==> src/rtl/srm_pkg.sv <==
// Shared encodings for the execute stage: ALU opcodes, status bit positions,
// pipeline-register states and the default datapath width.
package srm_pkg;
  localparam int WIDTH_DEFAULT = 16;

  typedef enum logic [1:0] {
    ALU_ADD = 2'b00,
    ALU_SUB = 2'b01,
    ALU_AND = 2'b10,
    ALU_NOT = 2'b11
  } aluop_e;

  localparam int ST_Z = 0;
  localparam int ST_N = 1;
  localparam int ST_V = 2;

  typedef enum logic {
    ST_EMPTY = 1'b0,
    ST_FULL  = 1'b1
  } pipe_state_e;
endpackage

==> src/rtl/exec_stage_alu.sv <==
// Combinational ALU producing the result and {V,N,Z} flags.
// Signed-overflow detection only exists when EXEC_STAGE_OVF_EN is defined.
module alu
  import srm_pkg::*;
#(
  parameter int WIDTH = WIDTH_DEFAULT
) (
  input  logic [WIDTH-1:0] i_a,
  input  logic [WIDTH-1:0] i_b,
  input  logic [1:0]       i_op,
  output logic [WIDTH-1:0] o_result,
  output logic [2:0]       o_flags
);
  logic [WIDTH-1:0] w_result;

  always_comb begin
    w_result = '0;
    case (aluop_e'(i_op))
      ALU_ADD: w_result = i_a + i_b;
      ALU_SUB: w_result = i_a - i_b;
      ALU_AND: w_result = i_a & i_b;
      ALU_NOT: w_result = ~i_b;
      default: w_result = '0;
    endcase
  end

  always_comb begin
    o_flags       = 3'b000;
    o_flags[ST_Z] = (w_result == '0);
    o_flags[ST_N] = w_result[WIDTH-1];
`ifdef EXEC_STAGE_OVF_EN
    case (aluop_e'(i_op))
      ALU_ADD: o_flags[ST_V] = (i_a[WIDTH-1] == i_b[WIDTH-1]) && (w_result[WIDTH-1] != i_a[WIDTH-1]);
      ALU_SUB: o_flags[ST_V] = (i_a[WIDTH-1] != i_b[WIDTH-1]) && (w_result[WIDTH-1] != i_a[WIDTH-1]);
      default: o_flags[ST_V] = 1'b0;
    endcase
`endif
  end

  assign o_result = w_result;
endmodule

==> src/rtl/exec_stage.sv <==
// Execute stage: one-entry valid/ready pipeline register around the ALU,
// status flags and a delivered-result counter. Optional macro: EXEC_STAGE_OVF_EN.
module exec_stage
  import srm_pkg::*;
#(
  parameter int WIDTH = WIDTH_DEFAULT
) (
  input  logic             clk,
  input  logic             reset,
  input  logic             in_valid,
  output logic             in_ready,
  input  logic [WIDTH-1:0] ain,
  input  logic [WIDTH-1:0] sout,
  input  logic             asel,
  input  logic [1:0]       aluop,
  input  logic             loads,
  output logic             out_valid,
  input  logic             out_ready,
  output logic [WIDTH-1:0] c,
  output logic [2:0]       status,
  output logic [15:0]      ops_done
);
  pipe_state_e      r_state, w_next;
  logic [WIDTH-1:0] r_c;
  logic [2:0]       r_status;
  logic [15:0]      r_ops;
  logic [WIDTH-1:0] w_a, w_result;
  logic [2:0]       w_flags;
  logic             w_accept, w_deliver;

  assign w_a       = asel ? '0 : ain;
  assign w_accept  = in_valid && in_ready;
  assign w_deliver = out_valid && out_ready;

  alu #(.WIDTH(WIDTH)) u_alu (
    .i_a      (w_a),
    .i_b      (sout),
    .i_op     (aluop),
    .o_result (w_result),
    .o_flags  (w_flags)
  );

  always_ff @(posedge clk or posedge reset) begin
    if (reset) r_state <= ST_EMPTY;
    else       r_state <= w_next;
  end

  // Accept while full implies a same-cycle delivery, so the register stays full.
  always_comb begin
    w_next = r_state;
    case (r_state)
      ST_EMPTY: if (w_accept) w_next = ST_FULL;
      ST_FULL:  if (out_ready && !w_accept) w_next = ST_EMPTY;
      default:  w_next = ST_EMPTY;
    endcase
  end

  always_comb begin
    out_valid = (r_state == ST_FULL);
    in_ready  = (r_state == ST_EMPTY) || out_ready;
  end

  always_ff @(posedge clk or posedge reset) begin
    if (reset) begin
      r_c      <= '0;
      r_status <= 3'b000;
      r_ops    <= 16'd0;
    end else begin
      if (w_accept) begin
        r_c <= w_result;
        if (loads) r_status <= w_flags;
      end
      if (w_deliver) r_ops <= r_ops + 16'd1;
    end
  end

  assign c        = r_c;
  assign status   = r_status;
  assign ops_done = r_ops;
endmodule
==> config.mk <==
export PLATFORM = sky130hd
export DESIGN_NAME = exec_stage
export DESIGN_NICKNAME = d
export VERILOG_FILES = /design/src/rtl/srm_pkg.sv /design/src/rtl/exec_stage_alu.sv /design/src/rtl/exec_stage.sv
export SDC_FILE = /design/constraint.sdc
export NUM_CORES = 1
export LEC_CHECK = 0
export BUFFER_PORTS_ARGS = -buffer_cell sky130_fd_sc_hd__buf_4
export CELL_PAD_IN_SITES_DETAIL_PLACEMENT = 0
export CELL_PAD_IN_SITES_GLOBAL_PLACEMENT = 1
export CORE_ASPECT_RATIO = 0.75
export CORE_MARGIN = 1.5
export CORE_UTILIZATION = 36
export DETAILED_ROUTE_END_ITERATION = 8
export PLACE_DENSITY = 0.86
export SETUP_SLACK_MARGIN = 0.5
export SLEW_MARGIN = 40
export SYNTH_ARGS = -nofsm -noshare
export SYNTH_HDL_FRONTEND = slang
export SYNTH_SLANG_ARGS = --single-unit
==> constraint.sdc <==
create_clock -name clk -period 2 [get_ports clk]
set_input_delay 0.1 -clock clk [delete_from_list [all_inputs] [get_ports clk]]
set_output_delay 0.1 -clock clk [all_outputs]
set_load 0.05 [all_outputs]
==> key figures, run 1 <==
STA
  • Worst-margin pin slew: 0.5330 ns
  • Endpoints failing setup: 15
  • Max Clk Rate: 353.7 MHz
  • Unrepaired setup endpoints after global routing: yes
  • Min Tclk post-route: 2.827 ns
  • Max-slew violations: 0
  • Final worst slack: -0.8272 ns
  • Post-route clock period utilization: 141.4%
  • Clock Skew: 0.003198 ns
  • Final Hold Viols: 0
  • Hold_ws: 0.04998 ns
  • Relative slew slack: 64.01%

Placed design
  • GP Congestion: 0.8687
  • Area of placed instances: 4634 sq um
  • Post-DP HPWL: 7528 um
  • Post-Place Setup Slack: -1.240 ns
  • IO Port Bufs: 75

Power and ir drop
  • Reg power frac: 24.4%
  • Power per cell area: 705.8 nW/um^2
  • Design Power: 4.002 mW
  • Internal Power: 2.322 mW
  • Switching portion of total power: 41.97%
  • NetSw: 1.680 mW
  • Comb power frac: 56.9%
  • P_leak: 2.610 nW
  • Clock power frac: 18.6%
  • Peak supply drop: 0.0005599 V

Yosys
  • Synth Cell Area: 3196 sq um
  • Synth unique cells: 63
  • Mean area per synthesized cell: 8.279 sq um
  • EDFF count, synth: 0
  • Ys flop type: dfrtp_1
  • Synth Register Bits: 35
  • Net Count, Synth: 445
  • Synth warnings: 0
  • FFs w/ async S/R, synth: 100.0%
  • Part of the Yosys area used for sequential elements: 27.41%
  • Post-Syn Instances: 386

Global route
  • First-pass GRT wire length: 17450 um
  • GR Util All Layers: 22.29%
  • Antenna violations before repair: 0
  • Largest net degree at the start of global routing: 31
  • Vias in the first global route: 3687
  • Final global-route overflow total: 0

Clock tree
  • Skew-Pair Late Insertion Delay: 0.28 ns
  • Clk sinks: 35
  • Clock transition at path regs: 0.05 ns
  • CTS tree: done
  • CTS root buf: clkbuf_16
  • CTS buffer count: 5
  • Worst-case clock buffer depth: 2
  • Number of H-tree levels: 2

Finish
  • Ant diodes: 0
  • Area Overhead vs Synth: 77.45%
  • Nets: 634
  • Layout cells sized above 1: 55.03%
  • Final Util: 66.50%
  • Commonest non-fill, non-tap cell in the layout: buf_4
  • Post-route cell area: 5670 sq um
  • Most frequent cells in the layout: buf_4, nand2_1, buf_6

Drt
  • Via count: 3596
  • DR pass1 iterations: 4
  • Initial drt markers: 194
  • DR WL/cell: 15.37 um
  • Residual DRC count: 0
  • Post-route ant nets: 0
  • Routed WL: 10510 um
  • Vias per cell: 5.257

Setup path
  • Crit-path cells: buf_8 > nor4_4 > nand4_1 > buf_4 > o41ai_4 > xor2_1 > ha_1 > nand4_1 > a21oi_4 > o41ai_4 > buf_6 > mux2_4 > o31ai_4 > a32o_2
  • Cell family with most CP delay: compound AO/OA/AOI/OAI gates
  • Setup crit start kind: input port
  • CP endpoint kind: register
  • CP peak stage delay: 0.31 ns
  • Crit Path Class: in2reg
  • Launch point of the worst path: sout[5]
  • CP arrival: 3.04 ns
  • Worst EP required: 2.21 ns
  • Worst flop-to-flop path startpoint: out_valid
  • Worst-path maximum fanout: 4
  • Buf+Inv Stages, Crit Path: 3
  • CP max stage cell: mux2_4

Die
  • FP Rows: 29
  • Core Box Area: 8527 sq um
  • Starting Density: 37.48%
  • Io pins: 77
  • Full die area: 9457 sq um
  • Die Span Y: 84.60 um
  • Die W: 111.8 um

Min path
  • Hold crit path type: in2reg
  • Hold Startpoint: in_valid

Status
  • Failing checks: setup timing
  • Status: complete, but fails checks

Run
  • Max Cap Viol: 0
## Yosys cell counts (all sizes together) (4+ instances only)
library cell	n	area share, %
o21a	4	0.94
clkbuf	13	1.5
o21ai	24	3.8
nand2b	9	1.8
nand4	8	1.6
dfrtp	35	27
nand3	15	2.3
nor3	8	1.3
nand3b	4	0.94
o31ai	6	1.8
nand2	44	5.2
ha	18	7.0
a21oi	19	3.3
nor4	6	1.2
xnor2	18	4.9
nor2b	24	4.7
inv	12	1.4
nor2	27	3.2
o41ai	4	1.7
a21o	4	0.94
mux2i	9	2.8
mux2	6	2.2
xor2	12	3.3
and4	4	1.1
## path summary, 6_finish.rpt
path                                     end  slack, ns  cells after the start
worst max-delay path               status[0]      -0.83                     14
worst min-delay path               out_valid       0.05                      2
worst max register to register     status[0]      -0.09                      8
worst min register to register  ops_done[15]       0.47                      1
max in group asynchronous          status[1]       1.12                      4
min in group asynchronous               c[5]       0.39                      3
## final cells by class
type / instances / area (sq um)
Clock buffer: 6 / 128.9
Clock inverter: 2 / 12.51
Fill cell: 682 / 2856
Inverter: 12 / 57.56
Multi-Input combinational cell: 324 / 2826
Sequential cell: 35 / 887.1
Tap cell: 108 / 135.1
Timing Repair Buffer: 197 / 1623
## flip-flops by register name (all words and copies together), names as in the netlist
name and cells:
ops_done 16, out_valid 1, status 2, c 16
## layer usage
layer,up-vias,global-route usage (%),share of wire (%)
li1,1776,-,-
met1,1733,28.95,44
met2,73,39.69,51
met3,14,3.177,3.6
met4,0,4.488,1.1
met5,-,0,0
## what timing repair did
action | 4_1_cts | 5_1_grt
hold buffers | 0 | 1
endpoints found under the hold margin | 0 | 19
resized for setup | 108 | 48
buffers inserted | 22 | 8
endpoints found under the setup margin | 19 | 23
pin swaps | 50 | 29
## stage by stage
step                      std cells  TNS, ns
after global routing            684   -7.233
final                           684   -5.651
after detailed placement        645   -10.13
after floorplan                 386   -5.946
after CTS                       675   -5.081
after global placement          645   -9.665
## cell families (layout without fill, tap and decap cells)
family / Yosys count / count (layout) / share of synthesized area (%)
simple gates: 173 / 173 / 29.09
compound gates: 86 / 86 / 19.15
flops: 35 / 35 / 27.41
xor+xnor: 30 / 30 / 8.222
buf+inv: 27 / 217 / 3.289
fa+ha+maj: 19 / 19 / 7.674
mux: 15 / 15 / 5.051
other cells: 1 / 1 / 0.1174
## power by group through the flow
stage / registers, mW / clock network (mW) / logic (mW)
after global routing: 0.996 / 0.795 / 2.43
final: 0.978 / 0.746 / 2.28
after CTS: 0.967 / 0.763 / 2.11
after global placement: 0.976 / 0 / 1.77
after detailed placement: 0.981 / 0 / 1.80
after floorplan: 1.42 / 0 / 0.669
Note: power is estimated with default switching activity, not from simulation.
==> inputs of run 2 (changes only) <==
--- a/config.mk
+++ b/config.mk
@@ -10,9 +10,10 @@
 export CELL_PAD_IN_SITES_GLOBAL_PLACEMENT = 1
 export CORE_ASPECT_RATIO = 0.75
 export CORE_MARGIN = 1.5
-export CORE_UTILIZATION = 36
+export CORE_UTILIZATION = 37
+export CTS_BUF_LIST = sky130_fd_sc_hd__clkbuf_4 sky130_fd_sc_hd__clkbuf_8
 export DETAILED_ROUTE_END_ITERATION = 8
-export PLACE_DENSITY = 0.86
+export PLACE_DENSITY = 0.88
 export SETUP_SLACK_MARGIN = 0.5
 export SLEW_MARGIN = 40
 export SYNTH_ARGS = -nofsm -noshare
==> run 2 against run 1 <==
Against the previous run:
- the flow still finishes with violations (setup timing)
- largest power group unchanged
- count of clock-buffer cells in the layout rose by 2
- cell count rose by 0.29%
- utilization grew 0.38 points
- maximum frequency is 2.1% lower
- register-to-register slack improved by 0.03 ns
- sequential cell count unchanged
- clock power fell by 23%
- critical endpoint unchanged
- highest routed layer unchanged
- first-iteration DRC count rose by 17%
- non-clock buffer count increased by 2
- largest cell class unchanged
- design area decreased by 0.71%
==> key figures, run 2 (synthesized netlist as in run 1, its figures left out) <==
STA
  • Min Tclk post-route: 2.886 ns
  • Clock Skew: 0.006119 ns
  • Final worst slack: -0.8864 ns
  • Max-slew violations: 0
  • Unrepaired setup endpoints after global routing: yes
  • Final Hold Viols: 0
  • Post-route clock period utilization: 144.3%
  • Endpoints failing setup: 12
  • Max Clk Rate: 346.5 MHz

Finish
  • Fillers: 666
  • Most frequent cells in the layout: buf_4, nand2_1, buf_6
  • Layout cells sized above 1: 54.33%
  • Nets: 636
  • Finished Layout Cells: 686
  • Commonest non-fill, non-tap cell in the layout: buf_4
  • Ant diodes: 0
  • Area Overhead vs Synth: 76.19%

Clock tree
  • CTS tree: done
  • CTS buffer count: 5
  • Clk sinks: 35
  • Skew-Pair Late Insertion Delay: 0.28 ns
  • CTS root buf: clkbuf_8
  • Number of H-tree levels: 2
  • Worst-case clock buffer depth: 2
  • Clock transition at path regs: 0.07 ns

Die
  • Full die area: 9209 sq um
  • Core Box Area: 8418 sq um
  • Starting Density: 37.96%
  • Die Span Y: 83.49 um
  • FP Rows: 29
  • Die W: 110.3 um
  • Io pins: 77

Global route
  • First-pass GRT wire length: 16570 um
  • Largest net degree at the start of global routing: 36
  • GR Util All Layers: 22.39%
  • Antenna violations before repair: 0
  • Final global-route overflow total: 0
  • Vias in the first global route: 3578

Setup path
  • CP endpoint kind: register
  • Worst flop-to-flop path startpoint: out_valid
  • FF-to-FF path depth: 8
  • Crit Path Class: in2reg
  • Launch point of the worst path: sout[5]
  • Worst-path maximum fanout: 4
  • Worst reg2reg setup slack: -0.06 ns
  • CP endpoint: status[0]
  • CP arrival: 3.06 ns
  • Reg2Reg Capture Point: status[0]
  • Setup crit start kind: input port
  • Worst EP required: 2.17 ns

Min path
  • Worst Hold Path Cells: 2
  • Hold crit path type: in2reg

Drt
  • Vias per cell: 5.334
  • Via count: 3659
  • Post-route ant nets: 0
  • Routed WL: 10700 um
  • Initial drt markers: 227
  • DR pass1 iterations: 4
  • Residual DRC count: 0
  • DR WL/cell: 15.60 um

Placed design
  • Post-Place Setup Slack: -1.287 ns
  • IO Port Bufs: 75
  • Post-DP HPWL: 7208 um
  • GP Congestion: 0.8321
  • Placed Cells: 642

Run
  • Max Cap Viol: 0

Power and ir drop
  • Power per cell area: 673.1 nW/um^2
  • Peak supply drop: 0.0005885 V
  • P_leak: 2.591 nW

Status
  • Status: complete, but fails checks
  • Failing checks: setup timing
[run 2: worst min-delay path by stage]
stage                         to      from
floorplan              out_valid  in_valid
global placement           c[14]     reset
detailed placement  ops_done[15]     reset
CTS                    out_valid  in_valid
global route           out_valid  in_valid
finish                 out_valid  in_valid
[run 2: timing repair]
item,4_1_cts,5_1_grt
resized for setup,93,56
hold endpoints to repair,35,0
setup buffers,21,14
setup endpoints to repair,21,22
hold buffers,1,0
pin swaps,38,35
[run 2: power breakdown]
group / total (mW) / switching [mW] / internal, mW
clock network: 0.577 / 0.249 / 0.328
logic: 2.23 / 1.24 / 0.993
registers: 0.980 / 0.135 / 0.845
[run 2: critical path, cell delays in order]
cell     delay (ns)
buf_6          0.10
nor4_4         0.29
nand4_1        0.20
buf_4          0.19
o41ai_2        0.23
xor2_1         0.12
ha_1           0.32
nand4_1        0.13
a21oi_4        0.19
o41ai_4        0.09
buf_4          0.17
buf_4          0.15
buf_4          0.14
mux2i_4        0.18
and4b_1        0.21
a32o_2         0.25
[run 2: layout make-up]
class / count / area [sq um] / share of cell area, %
Multi-Input combinational cell: 324 / 2811 / 49.93
Sequential cell: 35 / 887.1 / 15.76
Tap cell: 108 / 135.1 / 2.400
Timing Repair Buffer: 199 / 1638 / 29.09
Inverter: 12 / 55.05 / 0.9778
Clock buffer: 8 / 103.9 / 1.844
[run 2: metal layers]
layer	routed length [um]	share of wire, %	vias up	global-route usage (%)
met5	0	0	-	0
met1	4706	44	1760	30.06
met4	153	1.4	0	3.963
li1	-	-	1786	-
met3	484	4.5	15	3.591
met2	5357	50	98	38.10
[run 2: stage by stage]
stage	util [%]	hold WS [ns]	cell area [sq um]	TNS [ns]	power, mW
after floorplan	-	0.2083	3364	-5.946	2.085
after global placement	54.93	0.2354	4624	-9.580	2.731
after detailed placement	54.93	0.2352	4624	-10.66	2.777
after CTS	62.59	0.02412	5269	-4.831	3.603
after global routing	66.88	0.04124	5630	-7.127	3.992
final	66.88	0.03122	5630	-5.777	3.790
